File: config.mk
export PLATFORM = sky130hd
export DESIGN_NAME = instr_fetch_unit
export DESIGN_NICKNAME = d
export VERILOG_FILES = /design/src/rtl/instr_fetch_unit.sv
export SDC_FILE = /design/constraint.sdc
export NUM_CORES = 1
export LEC_CHECK = 0
export BUFFER_PORTS_ARGS = -buffer_cell sky130_fd_sc_hd__buf_2
export CORE_MARGIN = 2
export CORE_UTILIZATION = 58
export CTS_BUF_LIST = sky130_fd_sc_hd__clkbuf_8
export DETAILED_ROUTE_END_ITERATION = 16
export PLACE_DENSITY = 0.79
export SLEW_MARGIN = 20
export SYNTH_ARGS = -nofsm -noshare
export SYNTH_HDL_FRONTEND = slang
export SYNTH_SLANG_ARGS = --single-unit
File: constraint.sdc
create_clock -name clk -period 5.43 [get_ports clk]
set_input_delay 0.543 -clock clk [delete_from_list [all_inputs] [get_ports clk]]
set_output_delay 0.543 -clock clk [all_outputs]
set_load 0.03 [all_outputs]
File: src/rtl/instr_fetch_unit.sv
// instr_fetch_unit: issues instruction reads at pc_value and queues {instr, pc} pairs for decode
// Ports:
//   clk, reset                 clock; asynchronous active-high reset
//   pc_value / pc_advance      current fetch address in; pulse when that address is accepted
//   flush                      drop every buffered and in-flight fetch this cycle
//   mem_req_valid/ready/addr   read request channel to instruction memory
//   mem_resp_valid/data        in-order read responses, latency >= 1
//   instr_valid/ready          head-of-queue handshake to decode
//   instr_data/instr_pc        head instruction and the address it came from (0 when empty)
module instr_fetch_unit #(
    parameter int ADDR_W = 16,
    parameter int DATA_W = 16,
    parameter int DEPTH  = 4
) (
    input  logic              clk,
    input  logic              reset,
    input  logic [ADDR_W-1:0] pc_value,
    output logic              pc_advance,
    input  logic              flush,
    output logic              mem_req_valid,
    input  logic              mem_req_ready,
    output logic [ADDR_W-1:0] mem_addr,
    input  logic              mem_resp_valid,
    input  logic [DATA_W-1:0] mem_resp_data,
    output logic              instr_valid,
    input  logic              instr_ready,
    output logic [DATA_W-1:0] instr_data,
    output logic [ADDR_W-1:0] instr_pc
);
    localparam int PW = $clog2(DEPTH);
    localparam int CW = PW + 1;
    localparam logic [CW:0] LIMIT = (CW+1)'(DEPTH);
    logic [DATA_W-1:0] q_data [DEPTH];
    logic [ADDR_W-1:0] q_pc   [DEPTH];
    logic [ADDR_W-1:0] a_mem  [DEPTH];
    logic [PW-1:0] q_wp, q_rp, a_wp, a_rp;
    // outstanding counts live requests only; discard_cnt counts in-flight requests
    // orphaned by a flush. Both occupy credit until their response returns.
    logic [CW-1:0] q_count, outstanding, discard_cnt;
    logic [CW:0] in_use;
    logic accept, resp_keep, resp_live, resp_drain, deq;
    assign in_use        = {1'b0, q_count} + {1'b0, outstanding} + {1'b0, discard_cnt};
    assign mem_req_valid = !reset && !flush && (in_use < LIMIT);
    assign mem_addr      = mem_req_valid ? pc_value : '0;
    assign accept        = mem_req_valid && mem_req_ready;
    assign pc_advance    = accept;
    // responses retire discards first since they return in request order
    assign resp_drain    = mem_resp_valid && (discard_cnt != '0);
    assign resp_live     = mem_resp_valid && (discard_cnt == '0);
    assign resp_keep     = resp_live && !flush;
    assign instr_valid   = q_count != '0;
    assign deq           = instr_valid && instr_ready && !flush;
    assign instr_data    = instr_valid ? q_data[q_rp] : '0;
    assign instr_pc      = instr_valid ? q_pc[q_rp] : '0;
    always_ff @(posedge clk) begin
        if (accept) a_mem[a_wp] <= pc_value;
        if (resp_keep) begin
            q_data[q_wp] <= mem_resp_data;
            q_pc[q_wp]   <= a_mem[a_rp];
        end
    end
    always_ff @(posedge clk or posedge reset) begin
        if (reset) begin
            q_wp        <= '0;
            q_rp        <= '0;
            a_wp        <= '0;
            a_rp        <= '0;
            q_count     <= '0;
            outstanding <= '0;
            discard_cnt <= '0;
        end else if (flush) begin
            q_wp        <= '0;
            q_rp        <= '0;
            a_wp        <= '0;
            a_rp        <= '0;
            q_count     <= '0;
            // every live request becomes a discard; a response arriving now is dropped too
            outstanding <= '0;
            discard_cnt <= discard_cnt + outstanding - CW'(mem_resp_valid);
        end else begin
            if (accept) a_wp <= a_wp + 1'b1;
            if (resp_keep) begin
                q_wp <= q_wp + 1'b1;
                a_rp <= a_rp + 1'b1;
            end
            if (deq) q_rp <= q_rp + 1'b1;
            q_count     <= q_count + CW'(resp_keep) - CW'(deq);
            outstanding <= outstanding + CW'(accept) - CW'(resp_live);
            discard_cnt <= discard_cnt - CW'(resp_drain);
        end
    end
endmodule

Yosys cells after proc, flatten, opt, wreduce, memory -nomap -nowiden
Memory sizes are Yosys's and may differ from the RTL's.
Cells that the tools add are included.
- flip-flop bits (word level): 17
- bits in latches: 0
- memory bits (writable): 192
- bits in read-only memories: 0
- bits of input ports: 38
- memories kept: 3
- add/subtract/negate cells: 13
- multipliers: 0
- div/mod/pow operators: 0
- magnitude comparators: 1
- equal/unequal tests: 0
- shift-type cells: 0
- muxes and demuxes: 18
- bitwise gates (word level): 0
- reduce and logical (&&, ||, !) cells: 16
- memory list (name ; depth ; bits a word ; read ports ; clocked after Yosys merged registers in ; write ports ; RTL line ; text):
    a_mem ; 4 ; 16 ; 1 ; 0 ; 1 ; 35 ; logic [ADDR_W-1:0] a_mem [DEPTH];
    q_data ; 4 ; 16 ; 1 ; 0 ; 1 ; 33 ; logic [DATA_W-1:0] q_data [DEPTH];
    q_pc ; 4 ; 16 ; 1 ; 0 ; 1 ; 34 ; logic [ADDR_W-1:0] q_pc [DEPTH];
- operators by type and width (kind ; count):
    16-bit two-way mux ; 3
    2-bit two-way mux ; 8
    3-bit by 1-bit subtractor with 3-bit output ; 4
    3-bit two-way mux ; 3
    2-bit by 1-bit adder with 2-bit output, second input constant ; 4
    1-bit logical AND ; 8
    3-bit by 1-bit adder with 3-bit output ; 2
    2-bit nonzero test ; 3
    3-bit nonzero test ; 2
    3-bit by 3-bit adder with 4-bit output ; 1
    4-bit by 3-bit adder with 4-bit output ; 1
    4-bit by 3-bit less-than comparator with 1-bit output, second input constant ; 1
    1-bit two-way mux ; 4
    3-bit adder ; 1
    3-bit zero test ; 1
    1-bit zero test ; 2

Logic depth before layout (Yosys ltp)
- depth after elaboration: 8
- mapped depth: 11
- mapped depth without buffers: 11

Worst setup path before layout
Ideal clock, no wire load.
- path kind: reg2reg
- start point: register q_count[1]
- end point: register outstanding[2]
- library setup time: 0.132 ns
- arrival: 3.177 ns
- data required time: 5.298 ns
- path slack: 2.121 ns
- cell stages (with the launch flop): 12
- buffers on the path: 0
- period minus slack after synthesis: 3.309 ns
- cell sequence: dfrtp_1 -> inv_1 -> fa_1 -> or2_2 -> fa_1 -> nand4bb_1 -> nor2_1 -> ha_1 -> inv_1 -> fa_1 -> xnor2_1 -> nor2_1
- longest elaborated chain between the ends: 8
- RTL lines (what ; RTL line ; text):
    from (decl) ; 39 ; logic [CW-1:0] q_count, outstanding, discard_cnt;
    from (signal assigned) ; 87 ; q_count <= q_count + CW'(resp_keep) - CW'(deq);
    3-bit by 3-bit adder with 4-bit output ; 42 ; assign in_use = {1'b0, q_count} + {1'b0, outstanding} + {1'b0, discard_cnt};
    4-bit by 3-bit adder with 4-bit output ; 42 ;
    4-bit by 3-bit less-than comparator with 1-bit output ; 43 ; assign mem_req_valid = !reset && !flush && (in_use < LIMIT);
    1-bit logical AND ; 43 ;
    1-bit logical AND ; 45 ; assign accept = mem_req_valid && mem_req_ready;
    named net pc_advance ; 18 ; output logic pc_advance,
    3-bit by 1-bit adder with 3-bit output ; 88 ; outstanding <= outstanding + CW'(accept) - CW'(resp_live);
    3-bit by 1-bit subtractor with 3-bit output ; 88 ;
    3-bit two-way mux ; 71 ; end else if (flush) begin
    to (signal assigned) ; 88 ;
    to (decl) ; 39 ;
The timed path passes the listed nets, and every way through them passes these cells.
A chain may end at the register's enable or synchronous reset.

Final worst setup path
- start point: register q_count[1]
- end point: output port mem_addr[3]
- longest elaborated chain between the ends: 5
- RTL lines (what ; RTL line ; text):
    3-bit by 3-bit adder with 4-bit output ; 42 ;
    4-bit by 3-bit adder with 4-bit output ; 42 ;
    4-bit by 3-bit less-than comparator with 1-bit output ; 43 ;
    1-bit logical AND ; 43 ;
    16-bit two-way mux ; 44 ; assign mem_addr = mem_req_valid ? pc_value : '0;
    to (decl) ; 22 ; output logic [ADDR_W-1:0] mem_addr,
No other way between the ends.

==> impl_metrics.env <==
export IMPL_status="finished clean"
export IMPL_fin_nets=599
export IMPL_drt_pre_antenna_iters=4
export IMPL_io_buffers=88
export IMPL_path_depth=8
export IMPL_slowest_delay_ns=0.52
export IMPL_synth_cells_most_frequent="192 x edfxtp_1, 48 x mux4_2, 23 x nor2b_1"
export IMPL_clk_path_buf_depth=3
export IMPL_synth_mux_area_fraction_pct=12.9
export IMPL_yosys_warnings=0
export IMPL_grt_pass1_wl_microns=23100
export IMPL_path_max_fanout=17
export IMPL_utilization_pct=67.0
export IMPL_relSlewSlack_pct=41.8
export IMPL_clock_fmax_mhz=250
export IMPL_cts_made_buffers=34
export IMPL_fin_area_sq_um=9700
export IMPL_post_cts_buffers=0
export IMPL_synth_edf_count=192
export IMPL_slowest_stage="and4_1"
export IMPL_synth_top_area_share_pct=67.4
export IMPL_initial_core_util_pct=59.1
export IMPL_grt_antenna_before_repair=0
export IMPL_tightest_slew_ns=0.874
export IMPL_r2r_slack_ns=2.10
export IMPL_cp_data_required_time_ns=4.89
export IMPL_yosysMostFrequentCell="edfxtp_1"
export IMPL_rsz0062_at_grt="no"
export IMPL_drt_iter0_markers=234
export IMPL_slew_violations=0
export IMPL_yosys_top_cells_area="edfxtp_1 67%, mux4_2 13%, dfrtp_1 5.0%, ha_1 2.6%, nor2b_1 1.7%"
export IMPL_ioPinCount=89
export IMPL_p_seq_share_pct=44.4
export IMPL_setup_viol=0
export IMPL_die_h_microns=125
export IMPL_grt_max_degree=35
export IMPL_diodes=0
export IMPL_synth_net_count=491
export IMPL_setup_tns_ns=0
export IMPL_gp_congestion=0.742
export IMPL_irDropWorstVdd_uv=227
export IMPL_synthAdderAreaFrac_pct=4.04
export IMPL_hpwl_microns=8790
export IMPL_syn_inst=429
export IMPL_path_clk_slew_ns=0.06
export IMPL_drt_wl_total_microns=14300
export IMPL_min_period_ns=4.01
export IMPL_synth_top_family_by_area="multiplexers"
export IMPL_ys_seq_area_share_pct=72.4
export IMPL_crit_arrival_ns=3.46
export IMPL_startpoint_type="flip-flop"
export IMPL_dpl_instance_area_sq_um=9130
export IMPL_via_per_inst=5.53
export IMPL_worstHoldPathType="primary input to asynchronous set/reset pin"
export IMPL_syn_avg_cell_area_sq_um=19.9
export IMPL_synth_distinct_cells=36
export IMPL_synth_compound_area_share_pct=0.863
export IMPL_synth_xor_area_share_pct=1.49
export IMPL_drive_above_1_share_pct=34.2
export IMPL_cts_tree="done"
export IMPL_syn_to_final_growth_pct=13.4
export IMPL_endpoint_kind="output port"
export IMPL_wire_per_inst_microns=19.4
export IMPL_crit_path_start="q_count[1]"
export IMPL_cts_root_buf="clkbuf_8"
export IMPL_grt_pass1_vias=4424
export IMPL_insertion_delay_ns=0.50
export IMPL_antenna_left=0
export IMPL_power_density_nw_per_um2=453
export IMPL_cp_common_cell="fa_1"
export IMPL_crit_chain="inv_1, fa_1, or2_2, fa_1, xor2_2, and4_1, and2_1, buf_2"
export IMPL_cts_repair_resized=0
export IMPL_grt_remaining_overflow=0
export IMPL_path_delay_family="simple AND/OR/NAND/NOR gates"
export IMPL_syn_area_sq_um=8550
export IMPL_synth_simple_area_share_pct=5.94
export IMPL_die_w_microns=125
export IMPL_swShare_pct=31.7
export IMPL_dieArea_sq_um=15700
export IMPL_yosysTopAreaCell="edfxtp_1"
export IMPL_coreArea_sq_um=14500
export IMPL_ys_seq_elements=209
export IMPL_power_frac_comb_pct=29.4
export IMPL_leakage_uw=0.00354
export IMPL_drv_cap=0
export IMPL_min_period_over_period_pct=73.8
export IMPL_rows=44
export IMPL_vias=4074
export IMPL_crit_buf_inv=2
export IMPL_ys_flop_type="edfxtp_1"
export IMPL_hold_viol=0
export IMPL_critPathKind="flip-flop to output port"
export IMPL_p_total_uw=4390
export IMPL_grt_total_usage_pct=19.1
export IMPL_drc_errors=0
export IMPL_p_clk_share_pct=26.2
export IMPL_synth_async_reset_ratio_pct=8.13
export IMPL_p_int_uw=3000
export IMPL_cts_hold_buf=0
export IMPL_clock_sinks=209
export IMPL_skew_ns=0.0270
export IMPL_reg2reg_depth=6
export IMPL_rr_startpoint="q_count[1]"
export IMPL_worstReg2RegEnd="a_mem[0][7]"
export IMPL_cts_htree_levels=2
export IMPL_switchingPower_uw=1390
export IMPL_fill_cells=945
==> power by group through the flow <==
| stage | Sequential [uW] | Clock [uW] | Combinational (uW) |
|---|---|---|---|
| after floorplan | 1950 | 0 | 1040 |
| final | 1950 | 1150 | 1290 |
| after CTS | 1950 | 1180 | 1320 |
| after global placement | 1970 | 0 | 1280 |
| after detailed placement | 1980 | 0 | 1310 |
| after global routing | 1960 | 1260 | 1410 |
==> worst max path at each step <==
stage | endpoint | slack (ns)
2_1_floorplan | outstanding[2] | 2.12
3_3_place_gp | mem_addr[4] | 2.03
3_5_place_dp | mem_addr[3] | 1.92
4_1_cts | mem_addr[3] | 1.35
5_1_grt | mem_addr[10] | 1.14
6_report | mem_addr[3] | 1.42
==> stage by stage <==
| step | hold slack (ns) | cells | worst slack [ns] |
|---|---|---|---|
| floorplan | 0.474 | 429 | 2.12 |
| detailed placement | 0.539 | 685 | 1.92 |
| global placement | 0.521 | 685 | 2.03 |
| global route | 0.215 | 737 | 1.14 |
| CTS | 0.162 | 737 | 1.35 |
| finish | 0.154 | 737 | 1.42 |
==> cells in the final DEF, fill, tap and decap left out, types with 3 or more instances in the layout <==
master,instances
clkbuf_8,36
fa_1,6
clkinv_1,3
edfxtp_1,192
xnor2_1,6
o21ai_0,3
dfrtp_1,15
a21oi_1,5
ha_1,18
inv_1,31
nor2_1,12
mux4_2,48
and3_2,4
buf_4,4
nor2b_1,23
xor2_1,4
and2_1,17
buf_2,88
and3_1,4
and2b_1,12
==> metal layers <==
metal,part of all wire (%),global-route usage (%),wire [microns]
met1,41,24.6,5800
met2,52,32.8,7420
met3,5.9,4.19,850
met4,1.7,6.01,240
met5,0,0,0
==> worst register-to-register path, cell delays in order, from the launching register on <==
cell and delay, ns:
dfrtp_1 0.43, inv_1 0.13, fa_1 0.47, or2_2 0.31, fa_1 0.53, and4bb_2 0.30, and3_1 0.75
==> state kept, by name, summed over array words and instances (netlist names) <==
name         count
q_rp             2
outstanding      3
a_mem           64
a_wp             2
discard_cnt      3
q_count          3
q_pc            64
q_wp             2
q_data          64
a_rp             2
==> cell families (layout without fill, tap and decap cells) <==
kind of cell,Yosys count,count (layout)
DFF,209,209
and+or+nand+nor,82,82
muxes,50,50
buffers and inverters,40,164
adders and majority gates,24,24
AOI/OAI and AO/OA,12,12
xor gates and xnor gates,12,12
==> final cells by class <==
class	instances	area, sq um	area share, %
multi-input cells	180	2170	22.3
repair buffers	92	470	4.85
inverters	20	75.1	0.774
clock inverters	16	67.6	0.697
clock buffers	36	495	5.11
flip-flops and latches	209	6190	63.9
well taps	184	230	2.37
Power figures use the tool's default switching activity.
